==> src/rtl/brq_pkg.sv <==
// Shared types and sizing helpers for the branch resolve queue.
package brq_pkg;

   typedef struct packed {
      logic [31:0] pc;
      logic        pred_taken;
      logic [31:0] pred_target;
   } brq_entry_t;

   localparam int BRQ_DEF_DEPTH = 4;

   function automatic int brq_ptr_w(input int depth);
      return (depth > 1) ? $clog2(depth) : 1;
   endfunction

   localparam int BRQ_PTR_W = brq_ptr_w(BRQ_DEF_DEPTH);

endpackage

==> src/rtl/brq_fifo.sv <==
// Circular FIFO of in-flight branch entries with push/pop/clear and an occupancy count.
module brq_fifo
   import brq_pkg::*;
#(
   parameter int  DEPTH = BRQ_DEF_DEPTH,
   parameter type T     = brq_entry_t
) (
   input  logic clk,
   input  logic rst_n,
   input  logic push,
   input  T     push_data,
   input  logic pop,
   input  logic clear,
   output T     head_data,
   output logic full,
   output logic empty
);

   localparam int PTR_W = (DEPTH == BRQ_DEF_DEPTH) ? BRQ_PTR_W : brq_ptr_w(DEPTH);

   T                 mem [DEPTH];
   logic [PTR_W-1:0] head_q;
   logic [PTR_W-1:0] tail_q;
   logic [PTR_W:0]   count_q;

   assign full      = (count_q == (PTR_W+1)'(DEPTH));
   assign empty     = (count_q == '0);
   assign head_data = mem[head_q];

   // Pointers wrap naturally because DEPTH is a power of two.
   always_ff @(posedge clk) begin
      if (!rst_n) begin
         head_q  <= '0;
         tail_q  <= '0;
         count_q <= '0;
      end else if (clear) begin
         head_q  <= '0;
         tail_q  <= '0;
         count_q <= '0;
      end else begin
         if (push) tail_q <= tail_q + 1'b1;
         if (pop)  head_q <= head_q + 1'b1;
         case ({push, pop})
            2'b10:   count_q <= count_q + 1'b1;
            2'b01:   count_q <= count_q - 1'b1;
            default: count_q <= count_q;
         endcase
      end
   end

   always_ff @(posedge clk) begin
      if (push && !clear) mem[tail_q] <= push_data;
   end

endmodule

==> src/rtl/branch_resolve_queue.sv <==
// Tracks predicted branches in program order, retires them on resolve, drives BHT
// update and mispredict redirect, and keeps saturating performance counters.
module branch_resolve_queue
   import brq_pkg::*;
#(
   parameter int DEPTH     = BRQ_DEF_DEPTH,
   parameter int CNT_WIDTH = 32
) (
   input  logic                 clk,
   input  logic                 rst_n,
   input  logic                 push_en,
   input  logic [31:0]          push_pc,
   input  logic                 push_pred_taken,
   input  logic [31:0]          push_pred_target,
   output logic                 brq_full,
   input  logic                 resolve_en,
   input  logic                 resolve_taken,
   input  logic [31:0]          resolve_target,
   input  logic                 flush,
   output logic                 update_en,
   output logic [31:0]          update_pc,
   output logic                 update_actual_taken,
   output logic                 redirect_en,
   output logic [31:0]          redirect_pc,
   output logic                 protocol_err,
   output logic [CNT_WIDTH-1:0] branch_cnt,
   output logic [CNT_WIDTH-1:0] mispred_cnt
);

   function automatic logic [CNT_WIDTH-1:0] sat_inc(input logic [CNT_WIDTH-1:0] v);
      return (&v) ? v : v + 1'b1;
   endfunction

   brq_entry_t head;
   brq_entry_t push_entry;
   logic       fifo_full;
   logic       fifo_empty;
   logic       resolve_ok;
   logic       mispred;
   logic       squash;
   logic       push_room;
   logic       push_ok;
   logic       err_set;
   logic       fifo_clear;

   assign push_entry = '{pc: push_pc, pred_taken: push_pred_taken, pred_target: push_pred_target};
   assign brq_full   = fifo_full;

   // Flush outranks everything; a mispredict squashes the whole queue including a same-cycle push.
   always_comb begin
      resolve_ok = resolve_en && !flush && !fifo_empty;
      mispred    = (resolve_taken != head.pred_taken) ||
                   (resolve_taken && (resolve_target != head.pred_target));
      squash     = resolve_ok && mispred;
      push_room  = !fifo_full || resolve_ok;
      push_ok    = push_en && !flush && push_room && !squash;
      err_set    = !flush && ((push_en && !push_room) || (resolve_en && fifo_empty));
      fifo_clear = flush || squash;
   end

   brq_fifo #(
      .DEPTH (DEPTH),
      .T     (brq_entry_t)
   ) u_fifo (
      .clk       (clk),
      .rst_n     (rst_n),
      .push      (push_ok),
      .push_data (push_entry),
      .pop       (resolve_ok),
      .clear     (fifo_clear),
      .head_data (head),
      .full      (fifo_full),
      .empty     (fifo_empty)
   );

   // Registered outcome stage: everything below appears one cycle after resolve_en.
   always_ff @(posedge clk) begin
      if (!rst_n) begin
         update_en           <= 1'b0;
         update_pc           <= '0;
         update_actual_taken <= 1'b0;
         redirect_en         <= 1'b0;
         redirect_pc         <= '0;
         protocol_err        <= 1'b0;
         branch_cnt          <= '0;
         mispred_cnt         <= '0;
      end else begin
         update_en   <= resolve_ok;
         redirect_en <= squash;
         if (resolve_ok) begin
            update_pc           <= head.pc;
            update_actual_taken <= resolve_taken;
            branch_cnt          <= sat_inc(branch_cnt);
         end
         if (squash) begin
            redirect_pc <= resolve_taken ? resolve_target : head.pc + 32'd4;
            mispred_cnt <= sat_inc(mispred_cnt);
         end
         if (err_set) protocol_err <= 1'b1;
      end
   end

endmodule

==> config.mk <==
export PLATFORM = sky130hd
export DESIGN_NAME = branch_resolve_queue
export DESIGN_NICKNAME = d
export VERILOG_FILES = /design/src/rtl/brq_pkg.sv /design/src/rtl/brq_fifo.sv /design/src/rtl/branch_resolve_queue.sv
export SDC_FILE = /design/constraint.sdc
export NUM_CORES = 1
export LEC_CHECK = 0
export CORE_MARGIN = 10
export CORE_UTILIZATION = 40
export DETAILED_ROUTE_END_ITERATION = 10
export PLACE_DENSITY = 0.59
export SYNTH_ARGS = -nofsm -noshare
export SYNTH_HDL_FRONTEND = slang
export SYNTH_SLANG_ARGS = --single-unit
==> constraint.sdc <==
create_clock -name clk -period 21.9 [get_ports clk]
set_input_delay 2.19 -clock clk [delete_from_list [all_inputs] [get_ports clk]]
set_output_delay 2.19 -clock clk [all_outputs]
set_load 0.01 [all_outputs]
# == Word level (Yosys, flattened, before mapping) ==
# Memories as Yosys holds them, arrays and structs flattened. A register that Yosys moved wholly into a read port is not among the register bits.
# Cells that the tools add are included.
# word_totals
register_bits,139
mem_bits_rw,260
inputBits,103
out_inout_bits,133
elab_cells,61
memories,1
# memory_table
name,words,width,rd,rd_ports_with_merged_regs,wr,line,source
u_fifo.mem,4,65,1,1,1,brq_fifo.sv:21,T mem [DEPTH];
# op_classes
n_addsub,7
eq_ne,5
n_mux,6
bitwise,3
n_reduce_logical,28
# op_table
cell,n
"adder 32 x 1 -> 32 bit, second input constant",2
AND reduction 32 bit,2
"adder 32 x 3 -> 32 bit, second input constant",1
2-to-1 mux 32 bit,1
!= test 32 bit,1
logical AND 1 bit,11
zero test 1 bit,6
one-hot mux 3 bit (2 select lines),1
"adder 2 x 1 -> 2 bit, second input constant",2
logical OR 1 bit,4
2-to-1 mux 2 bit,2
AND reduction 2 bit,2
"adder 3 x 1 -> 3 bit, second input constant",1
"== test 3 bit, second input constant",1
zero test 3 bit,1
inverter 1 bit,3
"subtractor 3 x 1 -> 3 bit, second input constant",1
"== test 2 x 1 -> 1 bit, second input constant",1
"== test 2 bit, second input constant",1
2-to-1 mux 1 bit,2
nonzero test 2 bit,1
OR reduction 2 bit,1
!= test 1 bit,1

# == Logic depth before layout (Yosys ltp) ==
# logic_depth
depth_word,9
ltp_mapped,20
ltp_nobuf,14

# == By module ==
# A second synthesis with hierarchy kept.
# unflattened
cells_unflattened,1252
hier_area_um2,16808.6
# modules_own_cells
mod,instances,cells_per_inst,area_each_um2
brq_fifo,1,388,9868.2
branch_resolve_queue,1,864,6940.4

# == Least setup slack after synthesis ==
# OpenSTA, ideal clock, no wires.
# synth_timing
path_kind,input to register
from,in resolve_taken
to,"mem u_fifo.mem[0][0] in the netlist's numbering, enable pin"
setup_time_ps,672
arrival_time_ps,10522
required_time_ps,21228
setup_slack_ps,10707
path_stages,10
n_path_buf,3
path_cell_list,clkbuf_1 -> inv_1 -> a221oi_1 -> nand4_1 -> a2111oi_2 -> and3_1 -> buf_4 -> nor2_2 -> buf_6 -> nor4b_1
# synth_between
elab_chain_cells,8
# synth_lines
item,line,source
"start, declared",branch_resolve_queue.sv:17,"input logic resolve_taken,"
!= test 1 bit or logical AND 1 bit (tied branches),"branch_resolve_queue.sv:52, branch_resolve_queue.sv:53",
logical OR 1 bit (*),branch_resolve_queue.sv:52,mispred = (resolve_taken != head.pred_taken) ||
logical AND 1 bit (*),branch_resolve_queue.sv:54,squash = resolve_ok && mispred;
zero test 1 bit or logical OR 1 bit (tied branches),"branch_resolve_queue.sv:56, branch_resolve_queue.sv:58",
logical AND 1 bit or zero test 1 bit (tied branches),"branch_resolve_queue.sv:56, brq_fifo.sv:52",
logical AND 1 bit (*),brq_fifo.sv:52,if (push && !clear) mem[tail_q] <= push_data;
2-to-1 mux 1 bit (*),brq_fifo.sv:52,
2-to-1 mux 1 bit (not written as such) (*),brq_fifo.sv:52,
"end, declared",brq_fifo.sv:21,
# Every way passes the cells marked *; elsewhere a longest branch is shown, timed or not.

# == Worst setup path after layout ==
# layout_timing
from,in resolve_taken
to,reg u_fifo.count_q[1]
# layout_between
elab_chain_cells,7
# layout_lines
item,line,source
!= test 1 bit or logical AND 1 bit (tied branches),"branch_resolve_queue.sv:52, branch_resolve_queue.sv:53",
logical OR 1 bit (*),branch_resolve_queue.sv:52,
logical AND 1 bit (*),branch_resolve_queue.sv:54,
zero test 1 bit,branch_resolve_queue.sv:56,push_ok = push_en && !flush && push_room && !squash;
logical AND 1 bit,branch_resolve_queue.sv:56,
== test 2 x 1 -> 1 bit or == test 2 bit (tied branches),brq_fifo.sv:43,"case ({push, pop})"
one-hot mux 3 bit (2 select lines) or nonzero test 2 bit (tied branches),--,
"end signal, assigned",brq_fifo.sv:44,2'b10: count_q <= count_q + 1'b1;
"end signal, assigned",brq_fifo.sv:45,2'b01: count_q <= count_q - 1'b1;
"end signal, assigned",brq_fifo.sv:46,default: count_q <= count_q;
"end, declared",brq_fifo.sv:24,logic [PTR_W:0] count_q;
# Marks and branches as above.
# A chain may end at the register's enable or synchronous reset.

==> results.sh <==
export IMPL_grt_pass1_wl_mm=70.93
export IMPL_regToRegSetupSlack_ns=17.36
export IMPL_finalHoldViolations=0
export IMPL_dieArea_um2=51210
export IMPL_antenna_found_initial=3
export IMPL_synth_xor_area_frac=0.04219
export IMPL_vias=11621
export IMPL_hold_path_class="reg -> reg"
export IMPL_h_tree_depth=2
export IMPL_grt_pass1_vias=11346
export IMPL_crit_fanout=39
export IMPL_grtUsageTotal=0.1823
export IMPL_relSlewSlack=0.08627
export IMPL_synthAdderAreaFrac=0.007056
export IMPL_critPathLaunchType="input pin"
export IMPL_synthCells=1284
export IMPL_rsz0062_at_grt="no"
export IMPL_netlist_area_um2=17020
export IMPL_fin_worst_skew_ns=0.02092
export IMPL_p_per_area_nw_per_um2=74.77
export IMPL_crit_path_end_kind="flip-flop"
export IMPL_synth_compound_area_share=0.07475
export IMPL_core_area_um2=42040
export IMPL_finalWorstSetupSlack_ns=16.09
export IMPL_internal_power_mw=1.235
export IMPL_grt_max_degree=83
export IMPL_drt_pass1_iterations=5
export IMPL_tns_ns=0
export IMPL_dr_first_iter_drc_count=1162
export IMPL_start_util=0.4049
export IMPL_swShare=0.2177
export IMPL_yosys_area_share_simple=0.1207
export IMPL_ioPinCount=236
export IMPL_synth_warnings=0
export IMPL_p_leak_nw=6.577
export IMPL_fp_dieH_um=226.3
export IMPL_layout_common_cells="260 x edfxtp_1, 234 x clkdlybuf4s50_1, 139 x dfxtp_1"
export IMPL_cp_required_ns=22.39
export IMPL_yosysSeqAreaShare=0.6245
export IMPL_vias_per_cell=5.587
export IMPL_cp_arrival_ns=6.29
export IMPL_min_period_over_period=0.2652
export IMPL_die_w_um=226.3
export IMPL_port_buffers=235
export IMPL_drtAntennaViolNets=0
export IMPL_ys_flop_type="edfxtp_1"
export IMPL_slew_violations=0
export IMPL_clock_latency_ns=0.57
export IMPL_syn_to_final_growth_pct=24.01
export IMPL_regArea_um2=10640
export IMPL_dpl_hpwl_mm=33.03
export IMPL_drc_errors=0
export IMPL_setup_viol=0
export IMPL_ys_ff_latch=401
export IMPL_p_comb_frac=0.052
export IMPL_cts_buffers=43
export IMPL_clockRootBuffer="clkbuf_16"
export IMPL_ctsHoldBuffers=0
export IMPL_status="completed"
export IMPL_ys_types=61
export IMPL_nNetsFinal=1620
export IMPL_overflow=0
export IMPL_synth_nets=1396
export IMPL_post_place_ws_ns=15.60
export IMPL_whs_ns=0.4502
export IMPL_muxShareOfSynthArea=0.1013
export IMPL_num_fill_cells=3670
export IMPL_max_freq_mhz=172.2
export IMPL_wl_mm=47.62
export IMPL_critPathKind="in -> reg"
export IMPL_power_switching_uw=343.7
export IMPL_seqPwrFrac=0.519
export IMPL_place_gp_congestion=0.8620
export IMPL_clk_pin_slew_ns=0.06
export IMPL_multiInputGateArea_um2=5943
export IMPL_tritoncts="done"
export IMPL_post_cts_buffers=0
export IMPL_clkPwrFrac=0.429
export IMPL_final_common_cell="edfxtp_1"
export IMPL_cts_path_max_buffers=3
export IMPL_rows=75
export IMPL_avgRoutedWirePerCell_um=22.89
export IMPL_cts_sink_count=401
export IMPL_max_slew_worst_pin_slew_ns=1.356
export IMPL_ir_drop_uv=62.34
export IMPL_drive_above_1_share=0.1039
export IMPL_cts_resized=0
export IMPL_synth_edf_count=260
export IMPL_synthArstFlopShare=0
export IMPL_postSynthAreaPerCell_um2=13.26
export IMPL_drv_cap=0
export IMPL_synth_top_family_by_area="simple AND/OR/NAND/NOR gates"
export IMPL_finalCriticalPeriod_ns=5.809
[synth_stat cells (8+ instances only)]
master	number	area, um2
edfxtp_1	260	7807
dfxtp_1	141	2823
nand2_1	138	518.0
a21oi_1	80	400.4
mux4_2	54	1216
o21ai_0	51	255.2
nor2_1	50	187.7
xnor2_1	49	429.2
clkbuf_1	40	150.1
nand4_1	40	250.2
nand3_1	37	185.2
xor2_1	33	289.0
mux2i_1	29	290.3
inv_1	21	78.83
nor3_1	21	105.1
or3_1	21	131.4
and3_1	20	125.1
nand2b_1	15	93.84
buf_4	13	97.59
or4_1	12	90.09
and4_1	11	96.34
o2111ai_1	11	96.34
o31ai_1	11	82.58
mux2_2	10	112.6
nor4_1	10	62.56
a2111o_1	9	101.4
o211ai_1	9	67.56
ha_1	8	100.1
[routing by layer]
layer	track usage	up-vias	share of wire
met5	0	-	0.00088
met4	0.04177	6	0.016
met3	0.05659	59	0.085
met2	0.2899	406	0.47
met1	0.2394	5801	0.43
li1	-	5349	-
[worst max-delay path: stages]
cell and delay [ns]:
clkdlybuf4s50_1 0.46, buf_4 0.31, inv_1 0.57, a221oi_1 0.43, nand4_1 0.16, a2111oi_2 0.38
and3_2 0.26, nor2_2 0.13, or3_1 0.34, ha_1 0.21, inv_1 0.08, fa_1 0.42
nor2_1 0.12, a21oi_1 0.05, nor3_1 0.17
[final cells by class]
| type | count | area share |
|---|---|---|
| inverter | 21 | 0.003793 |
| tap | 539 | 0.03195 |
| multi-input combinational | 788 | 0.2815 |
| antenna | 1 | 0.0001185 |
| sequential | 401 | 0.5039 |
| clock inverter | 20 | 0.006223 |
| clock buffer | 57 | 0.05488 |
| timing repair buffer | 253 | 0.1176 |
[power by group through the flow]
stage	Combinational (mW)	Sequential, mW	Clock [mW]
after floorplan	0.0361	0.836	0
after global placement	0.0825	0.834	0
after detailed placement	0.0832	0.835	0
after CTS	0.0836	0.819	0.693
after global routing	0.0892	0.819	0.723
final	0.0828	0.819	0.677
[path summary, 6_finish.rpt]
| path | endpoint | start | cells after the start |
|---|---|---|---|
| max reg2reg | u_fifo.count_q[1]$_SDFFE_PP0P_ | flip-flop | 14 |
| min | redirect_pc[23]$_SDFFE_PN0P_ | redirect_pc[23]$_SDFFE_PN0P_ | 2 |
| max | u_fifo.count_q[1]$_SDFFE_PP0P_ | resolve_taken | 15 |
| min reg2reg | redirect_pc[23]$_SDFFE_PN0P_ | redirect_pc[23]$_SDFFE_PN0P_ | 2 |
[state kept, by name, indices dropped and copies added, names as in the netlist, named ones only]
name	cells
redirect_en	1
mispred_cnt	32
u_fifo.head_q	2
u_fifo.count_q	3
redirect_pc	32
u_fifo.tail_q	2
branch_cnt	32
update_en	1
update_actual_taken	1
u_fifo.mem	260
update_pc	32
protocol_err	1
[stage by stage]
step / instance area [um2] / power, mW / util / instances
final: 21110 / 1.578 / 0.5021 / 2080
after global routing: 21110 / 1.631 / 0.5021 / 2079
after CTS: 21110 / 1.595 / 0.5021 / 2079
after detailed placement: 19820 / 0.9179 / 0.4714 / 2002
after global placement: 19820 / 0.9168 / 0.4714 / 2002
after floorplan: 17020 / 0.8724 / - / 1284
[kinds of logic (layout without fill, tap and decap cells)]
kind of cell             count (synthesis)  in the layout
adder cells (fa/ha/maj)                  9              9
other                                    0              1
multiplexers                            97             97
AO/OA/AOI/OAI                          203            203
XOR/XNOR                                82             82
flip-flops                             401            401
AND/OR/NAND/NOR                        397            397
buffers and inverters                   95            351
Power figures use the tool's default switching activity.
